File: src/rtl/train_led_pkg.sv
`default_nettype none
// ============================================================================
//  Module      : train_led_pkg
//  Description : Shared timing defaults and transmitter state encoding for
//                the TrainLED serial transmitter.
//  Revision    : 1.0 - initial release
// ============================================================================
package train_led_pkg;

    // Default cell timing in clk cycles
    localparam int c_bit_clks   = 16;
    localparam int c_t0h        = 3;
    localparam int c_t1h        = 9;
    localparam int c_latch_clks = 128;

    // HIGH launches the first cell of a word, LOW covers cells in flight,
    // LATCH is the low gap that makes every node display its word.
    typedef enum logic [1:0] {
        IDLE  = 2'd0,
        HIGH  = 2'd1,
        LOW   = 2'd2,
        LATCH = 2'd3
    } state_t;

endpackage
`default_nettype wire

File: src/rtl/train_led_bit_enc.sv
`default_nettype none
// ============================================================================
//  Module      : train_led_bit_enc
//  Description : One TrainLED bit cell: dout high for T0H/T1H clocks, then
//                low for the rest of BIT_CLKS. A start on the final clock of
//                a cell begins the next cell with no gap.
//  Revision    : 1.0 - initial release
// ============================================================================
module train_led_bit_enc #(
    parameter int BIT_CLKS = 16,
    parameter int T0H      = 3,
    parameter int T1H      = 9
) (
    input  logic clk,
    input  logic rst,
    input  logic start,
    input  logic bit_in,
    output logic dout,
    output logic cell_done
);

    localparam int                  c_cnt_w     = $clog2(BIT_CLKS);
    localparam logic [c_cnt_w-1:0]  c_cell_last = c_cnt_w'(BIT_CLKS - 1);
    localparam logic [c_cnt_w-1:0]  c_t0_last   = c_cnt_w'(T0H - 1);
    localparam logic [c_cnt_w-1:0]  c_t1_last   = c_cnt_w'(T1H - 1);

    logic [c_cnt_w-1:0] r_cnt;
    logic               r_active;
    logic               r_bit;
    logic               r_dout;
    logic               w_high_last;

    assign w_high_last = r_bit ? (r_cnt == c_t1_last) : (r_cnt == c_t0_last);
    assign cell_done   = r_active && (r_cnt == c_cell_last);
    assign dout        = r_dout;

    // Cell counter and registered line driver; start wins over cell end
    always_ff @(posedge clk) begin
        if (rst) begin
            r_cnt    <= '0;
            r_active <= 1'b0;
            r_bit    <= 1'b0;
            r_dout   <= 1'b0;
        end else if (start) begin
            r_cnt    <= '0;
            r_active <= 1'b1;
            r_bit    <= bit_in;
            r_dout   <= 1'b1;
        end else if (r_active) begin
            if (r_cnt == c_cell_last) begin
                r_cnt    <= '0;
                r_active <= 1'b0;
                r_dout   <= 1'b0;
            end else begin
                r_cnt <= r_cnt + 1'b1;
                if (w_high_last) begin
                    r_dout <= 1'b0;
                end
            end
        end
    end

endmodule
`default_nettype wire

File: src/rtl/train_led_tx.sv
`default_nettype none
// ============================================================================
//  Module      : train_led_tx
//  Description : TrainLED chain transmitter. 12-bit node words pass through a
//                one-entry holding register, are shifted out MSB first as
//                PWM bit cells, and a frame ends with a low latch gap.
//                Optional macro TRAIN_LED_TX_AUTOLATCH_EN: an underrun after
//                a non-last word ends the frame with a latch gap.
//  Revision    : 1.0 - initial release
// ============================================================================
module train_led_tx
    import train_led_pkg::*;
#(
    parameter int BIT_CLKS   = c_bit_clks,
    parameter int T0H        = c_t0h,
    parameter int T1H        = c_t1h,
    parameter int LATCH_CLKS = c_latch_clks
) (
    input  logic        clk,
    input  logic        rst,
    input  logic [11:0] in_data,
    input  logic        in_valid,
    input  logic        in_last,
    output logic        in_ready,
    output logic        dout,
    output logic        busy
);

    localparam int                 c_gap_w    = $clog2(LATCH_CLKS);
    localparam logic [c_gap_w-1:0] c_gap_last = c_gap_w'(LATCH_CLKS - 1);

`ifdef TRAIN_LED_TX_AUTOLATCH_EN
    localparam logic c_autolatch = 1'b1;
`else
    localparam logic c_autolatch = 1'b0;
`endif

    generate
        if (T0H < 1 || T0H > 4 || T1H < 8 || T1H > 11 ||
            BIT_CLKS < T1H + 2 || LATCH_CLKS < 104) begin : g_param_err
            $error("train_led_tx: timing parameters out of range");
        end
    endgenerate

    state_t             r_state;
    state_t             w_state_nxt;
    logic [11:0]        r_shift;
    logic               r_last;
    logic [3:0]         r_bit_cnt;
    logic [c_gap_w-1:0] r_gap_cnt;
    logic [11:0]        r_hold_data;
    logic               r_hold_last;
    logic               r_hold_full;

    logic               w_accept;
    logic               w_load;
    logic               w_shift;
    logic               w_start;
    logic               w_bit;
    logic               w_cell_done;

    assign in_ready = !r_hold_full;
    assign busy     = (r_state != IDLE);
    assign w_accept = in_valid && !r_hold_full;

    // Sequencing: launch cells, chain words back to back, end frames
    always_comb begin
        w_state_nxt = r_state;
        w_load      = 1'b0;
        w_shift     = 1'b0;
        w_start     = 1'b0;
        w_bit       = r_shift[11];
        case (r_state)
            IDLE: begin
                if (r_hold_full) begin
                    w_load      = 1'b1;
                    w_state_nxt = HIGH;
                end
            end
            HIGH: begin
                w_start     = 1'b1;
                w_bit       = r_shift[11];
                w_state_nxt = LOW;
            end
            LOW: begin
                if (w_cell_done) begin
                    if (r_bit_cnt != 4'd11) begin
                        w_shift = 1'b1;
                        w_start = 1'b1;
                        w_bit   = r_shift[10];
                    end else if (r_last) begin
                        w_state_nxt = LATCH;
                    end else if (r_hold_full) begin
                        // Next word starts on the same edge: no idle clock
                        w_load  = 1'b1;
                        w_start = 1'b1;
                        w_bit   = r_hold_data[11];
                    end else if (c_autolatch) begin
                        w_state_nxt = LATCH;
                    end else begin
                        w_state_nxt = IDLE;
                    end
                end
            end
            LATCH: begin
                if (r_gap_cnt == c_gap_last) begin
                    w_state_nxt = IDLE;
                end
            end
            default: w_state_nxt = IDLE;
        endcase
    end

    // State, shifter, bit/gap counters and holding register
    always_ff @(posedge clk) begin
        if (rst) begin
            r_state     <= IDLE;
            r_shift     <= '0;
            r_last      <= 1'b0;
            r_bit_cnt   <= '0;
            r_gap_cnt   <= '0;
            r_hold_data <= '0;
            r_hold_last <= 1'b0;
            r_hold_full <= 1'b0;
        end else begin
            r_state <= w_state_nxt;

            if (w_load) begin
                r_shift   <= r_hold_data;
                r_last    <= r_hold_last;
                r_bit_cnt <= '0;
            end else if (w_shift) begin
                r_shift   <= {r_shift[10:0], 1'b0};
                r_bit_cnt <= r_bit_cnt + 4'd1;
            end

            if (r_state == LATCH && w_state_nxt == LATCH) begin
                r_gap_cnt <= r_gap_cnt + 1'b1;
            end else begin
                r_gap_cnt <= '0;
            end

            // A new word may land on the same edge the old one unloads
            if (w_accept) begin
                r_hold_data <= in_data;
                r_hold_last <= in_last;
                r_hold_full <= 1'b1;
            end else if (w_load) begin
                r_hold_full <= 1'b0;
            end
        end
    end

    train_led_bit_enc #(
        .BIT_CLKS (BIT_CLKS),
        .T0H      (T0H),
        .T1H      (T1H)
    ) u_bit_enc (
        .clk       (clk),
        .rst       (rst),
        .start     (w_start),
        .bit_in    (w_bit),
        .dout      (dout),
        .cell_done (w_cell_done)
    );

endmodule
`default_nettype wire

File: config.mk
export PLATFORM = sky130hd
export DESIGN_NAME = train_led_tx
export DESIGN_NICKNAME = d
export VERILOG_FILES = /design/src/rtl/train_led_pkg.sv /design/src/rtl/train_led_bit_enc.sv /design/src/rtl/train_led_tx.sv
export SDC_FILE = /design/constraint.sdc
export NUM_CORES = 1
export LEC_CHECK = 0
export ABC_AREA = 1
export CORE_UTILIZATION = 40
export DETAILED_ROUTE_END_ITERATION = 8
export GPL_ROUTABILITY_DRIVEN = 0
export GPL_TIMING_DRIVEN = 0
export HOLD_SLACK_MARGIN = 0.05
export PLACE_DENSITY = 0.72
export RECOVER_POWER = 50
export SLEW_MARGIN = 20
export SYNTH_ARGS = -nofsm -noshare
export SYNTH_HDL_FRONTEND = slang
export SYNTH_SLANG_ARGS = --single-unit
File: constraint.sdc
create_clock -name clk -period 1.85 [get_ports clk]
set_clock_uncertainty 0.2 [all_clocks]
set_input_delay 0.555 -clock clk [delete_from_list [all_inputs] [get_ports clk]]
set_output_delay 0.555 -clock clk [all_outputs]
set_load 0.01 [all_outputs]
==> parameters.txt <==
Parameter                              Value

Worst setup path
  Crit-path most repeated cell ... nor2_4
  Setup crit end ... r_shift[0]
  Worst flop-to-flop path endpoint ... r_shift[0]
  Stage delay of the slowest cell on the critical path ... 0.38 ns
  Worst flop-to-flop path startpoint ... u_bit_enc.r_cnt[0]
  Crit-path cells ... ha_4, nand2_4, nor2_4, nand2_4, nor2_4, buf_6, nor2_4, buf_6, nand2_1, a21oi_1
  Slowest cell on crit path ... dfxtp_4
  Highest fanout seen on the critical path ... 5
  CP Data Required Time ... 1.82 ns
  Crit Path Category ... flop to flop
  Critical path data arrival time ... 1.81 ns
  Depth of the most critical reg-to-reg path ... 10
  Launch point of the worst path ... u_bit_enc.r_cnt[0]
  Nature of the critical path endpoint ... flop
  Critical path startpoint category ... flop
  R2R Setup Slk ... 0.005 ns

Logic synthesis
  Portion of the post-synthesis area used by sequential elements ... 0.446
  Yosys cell types ... 30
  Share of flip-flops with an asynchronous set or reset after synthesis ... 0
  Count of flip-flops with a built-in enable after synthesis ... 0
  Synth Flop Type ... dfxtp_1
  Net count after synthesis ... 306
  Post-synthesis area per instance ... 7.48 um2
  Number of warnings reported in the yosys synthesis log ... 0
  Number of register bits inferred by synthesis ... 47
  Gate count after technology mapping ... 282
  Total standard cell area after synthesis ... 2110 um2

Finish
  Utilization after layout ... 0.555
  Layout net count ... 350
  Ratio of cells with drive above 1 in the final layout ... 0.257
  Area grow syn2layout ... 34.3%
  Post-route standard cell area excluding fillers ... 2830 um2
  # diodes ... 0
  Total of fill cells in the finished design ... 495
  Most common cell after layout, fill and taps aside ... nand2_1
  Commonest cells after routing, fill and taps aside ... nand2_1 (49), nor2_1 (44), dfxtp_1 (40)

Floorplan
  IO Pins ... 19
  Die height ... 74.6 um
  Initial Utilization ... 0.413
  Die ar. ... 5570 um2
  Core area ... 5110 um2
  Number of core rows ... 26
  X dimension of the die ... 74.6 um

Routing
  DRC marker count from the first detailed-route iteration ... 93
  Overall via count from detail_route ... 1928
  Drt wl/cell ... 12.0 um
  Post-route ant nets ... 0
  Detailed-route vias per instance ... 4.86
  Detailed-routing iteration count for the pre-antenna-repair pass ... 4
  Sum of routed wire length over all layers ... 4770 um
  Final routed DRC violation total ... 0

Place
  Port Buffers ... 17
  Post-placement cell area ... 2370 um2
  Half-perimeter wire length after detailed placement ... 2960 um

STA
  Final Setup Violations ... 0
  Period Utilization, post-route ... 0.997
  Measured slew at the worst slew-check pin ... 0.501 ns
  Setup repair after global routing missed its margin ... yes
  Minimum clock period after layout ... 1.84 ns
  Slew headroom ... 0.666
  Highest clock rate ... 542 MHz
  Fin. Hold Viols ... 0
  Final max-slew violation count ... 0

Status
  Status ... finished, final reports clean

Pwr
  PD cells ... 853 nW/um2
  Worst voltage drop across the vdd grid ... 428 uV
  Leak Pwr ... 1.09 nW
  Overall power of the completed layout ... 2.42 mW

Global routing
  Number of antenna violations at the first check in global routing ... 0
  First-pass GRT wire length ... 7300 um
  Global-route total usage across every layer ... 0.174
  Via count of the first global-routing pass ... 1622
  Largest net degree at the start of global routing ... 16
  Grt ovf ... 0

Min path
  Hold/Removal Path Class ... flop to flop

Clock network
  Clock latency reported for the late side of the worst-skew pair ... 0.30 ns
  Clock transition at path regs ... 0.09 ns
  Number of buffers created by CTS ... 5
  CTS Hold Bufs ... 0
  CTS Root Cell ... clkbuf_8
  Maximum level of the CTS H-tree ... 2
  Clock Tree Buf Depth ... 2
  TritonCTS clock tree ... built
  Number of sinks on the clock net ... 47

Job
  Max Cap Viol ... 0
[cell usage after synthesis, types with 3 or more instances]
cell / instances / area share
nand2_1: 60 / 0.11
nor2_1: 48 / 0.085
dfxtp_1: 47 / 0.45
o21ai_0: 20 / 0.047
inv_1: 19 / 0.034
nand3_1: 19 / 0.045
a21oi_1: 15 / 0.036
a31oi_1: 10 / 0.030
ha_1: 8 / 0.047
clkbuf_1: 4 / 0.0071
buf_4: 3 / 0.011
inv_2: 3 / 0.0053
nor2_4: 3 / 0.016
xnor2_1: 3 / 0.012
[metal layers]
layer,routed length (um),track usage,vias to the layer above
li1,-,-,1005
met1,2100,0.219,883
met2,2450,0.287,33
met3,151,0.0495,7
met4,71,0.0566,0
met5,0,0,-
[where the power goes]
| group | total [mW] | internal [mW] | switching [mW] |
|---|---|---|---|
| registers | 1.17 | 1.10 | 0.0702 |
| logic | 0.626 | 0.296 | 0.330 |
| clock network | 0.623 | 0.272 | 0.352 |
[metrics by stage]
stage	instances	worst slack [ns]	hold WS [ns]	setup TNS (ns)
6_report	397	0.00544	0.241	0
5_1_grt	397	-0.0780	0.266	-0.987
4_1_cts	382	0.000905	0.252	0
3_5_place_dp	369	-0.296	0.239	-3.77
3_3_place_gp	369	-0.245	0.234	-3.36
2_1_floorplan	282	0.0834	0.218	0
[cell type report]
type | instances | area (um2) | share of cell area
clock buffers | 6 | 72.6 | 0.0256
well taps | 70 | 87.6 | 0.0309
repair buffers | 38 | 364 | 0.129
multi-input cells | 203 | 1170 | 0.415
inverters | 22 | 90.1 | 0.0318
flip-flops and latches | 47 | 960 | 0.339
clock inverters | 2 | 16.3 | 0.00574
plain buffers | 9 | 67.6 | 0.0239
[what timing repair did]
item | CTS | global route
gates resized for setup | 20 | 60
setup endpoints to repair | 21 | 40
cloned | 0 | 3
buffers inserted | 5 | 13
pin swaps | 4 | 15
[worst min path at each step]
stage	cells past startpoint	slack (ns)	startpoint	endpoint
floorplan	1	0.22	r_gap_cnt[0]	r_gap_cnt[0]
global placement	1	0.23	r_gap_cnt[0]	r_gap_cnt[0]
detailed placement	1	0.24	r_gap_cnt[0]	r_gap_cnt[0]
CTS	1	0.25	r_gap_cnt[0]	r_gap_cnt[0]
global route	1	0.27	r_gap_cnt[0]	r_gap_cnt[0]
finish	1	0.24	r_gap_cnt[0]	r_gap_cnt[0]
[state kept, by name, indices dropped and copies added, names as in the netlist]
name                flops
u_bit_enc.r_cnt         4
u_bit_enc.r_bit         1
r_state                 2
r_shift                12
r_gap_cnt               7
r_hold_last             1
r_hold_data            12
u_bit_enc.dout          1
r_bit_cnt               4
u_bit_enc.r_active      1
r_hold_full             1
r_last                  1
[logic make-up (layout without fill, tap and decap cells)]
kind of cell             Yosys count  count (layout)  share of synthesized area
adder cells (fa/ha/maj)            8               8                     0.0475
AO/OA/AOI/OAI                     51              51                      0.139
XOR/XNOR                           5               5                     0.0208
buffers and inverters             32              77                     0.0635
flip-flops                        47              47                      0.446
AND/OR/NAND/NOR                  139             139                      0.284
[critical path: cells and delay by family (launching register included)]
| family | cells | cell delay, ns |
|---|---|---|
| AND/OR/NAND/NOR | 6 | 0.63 |
| flip-flops | 1 | 0.38 |
| buffers and inverters | 2 | 0.26 |
| adder cells (fa/ha/maj) | 1 | 0.16 |
| AO/OA/AOI/OAI | 1 | 0.07 |
Note: power is estimated with default switching activity, not from simulation.
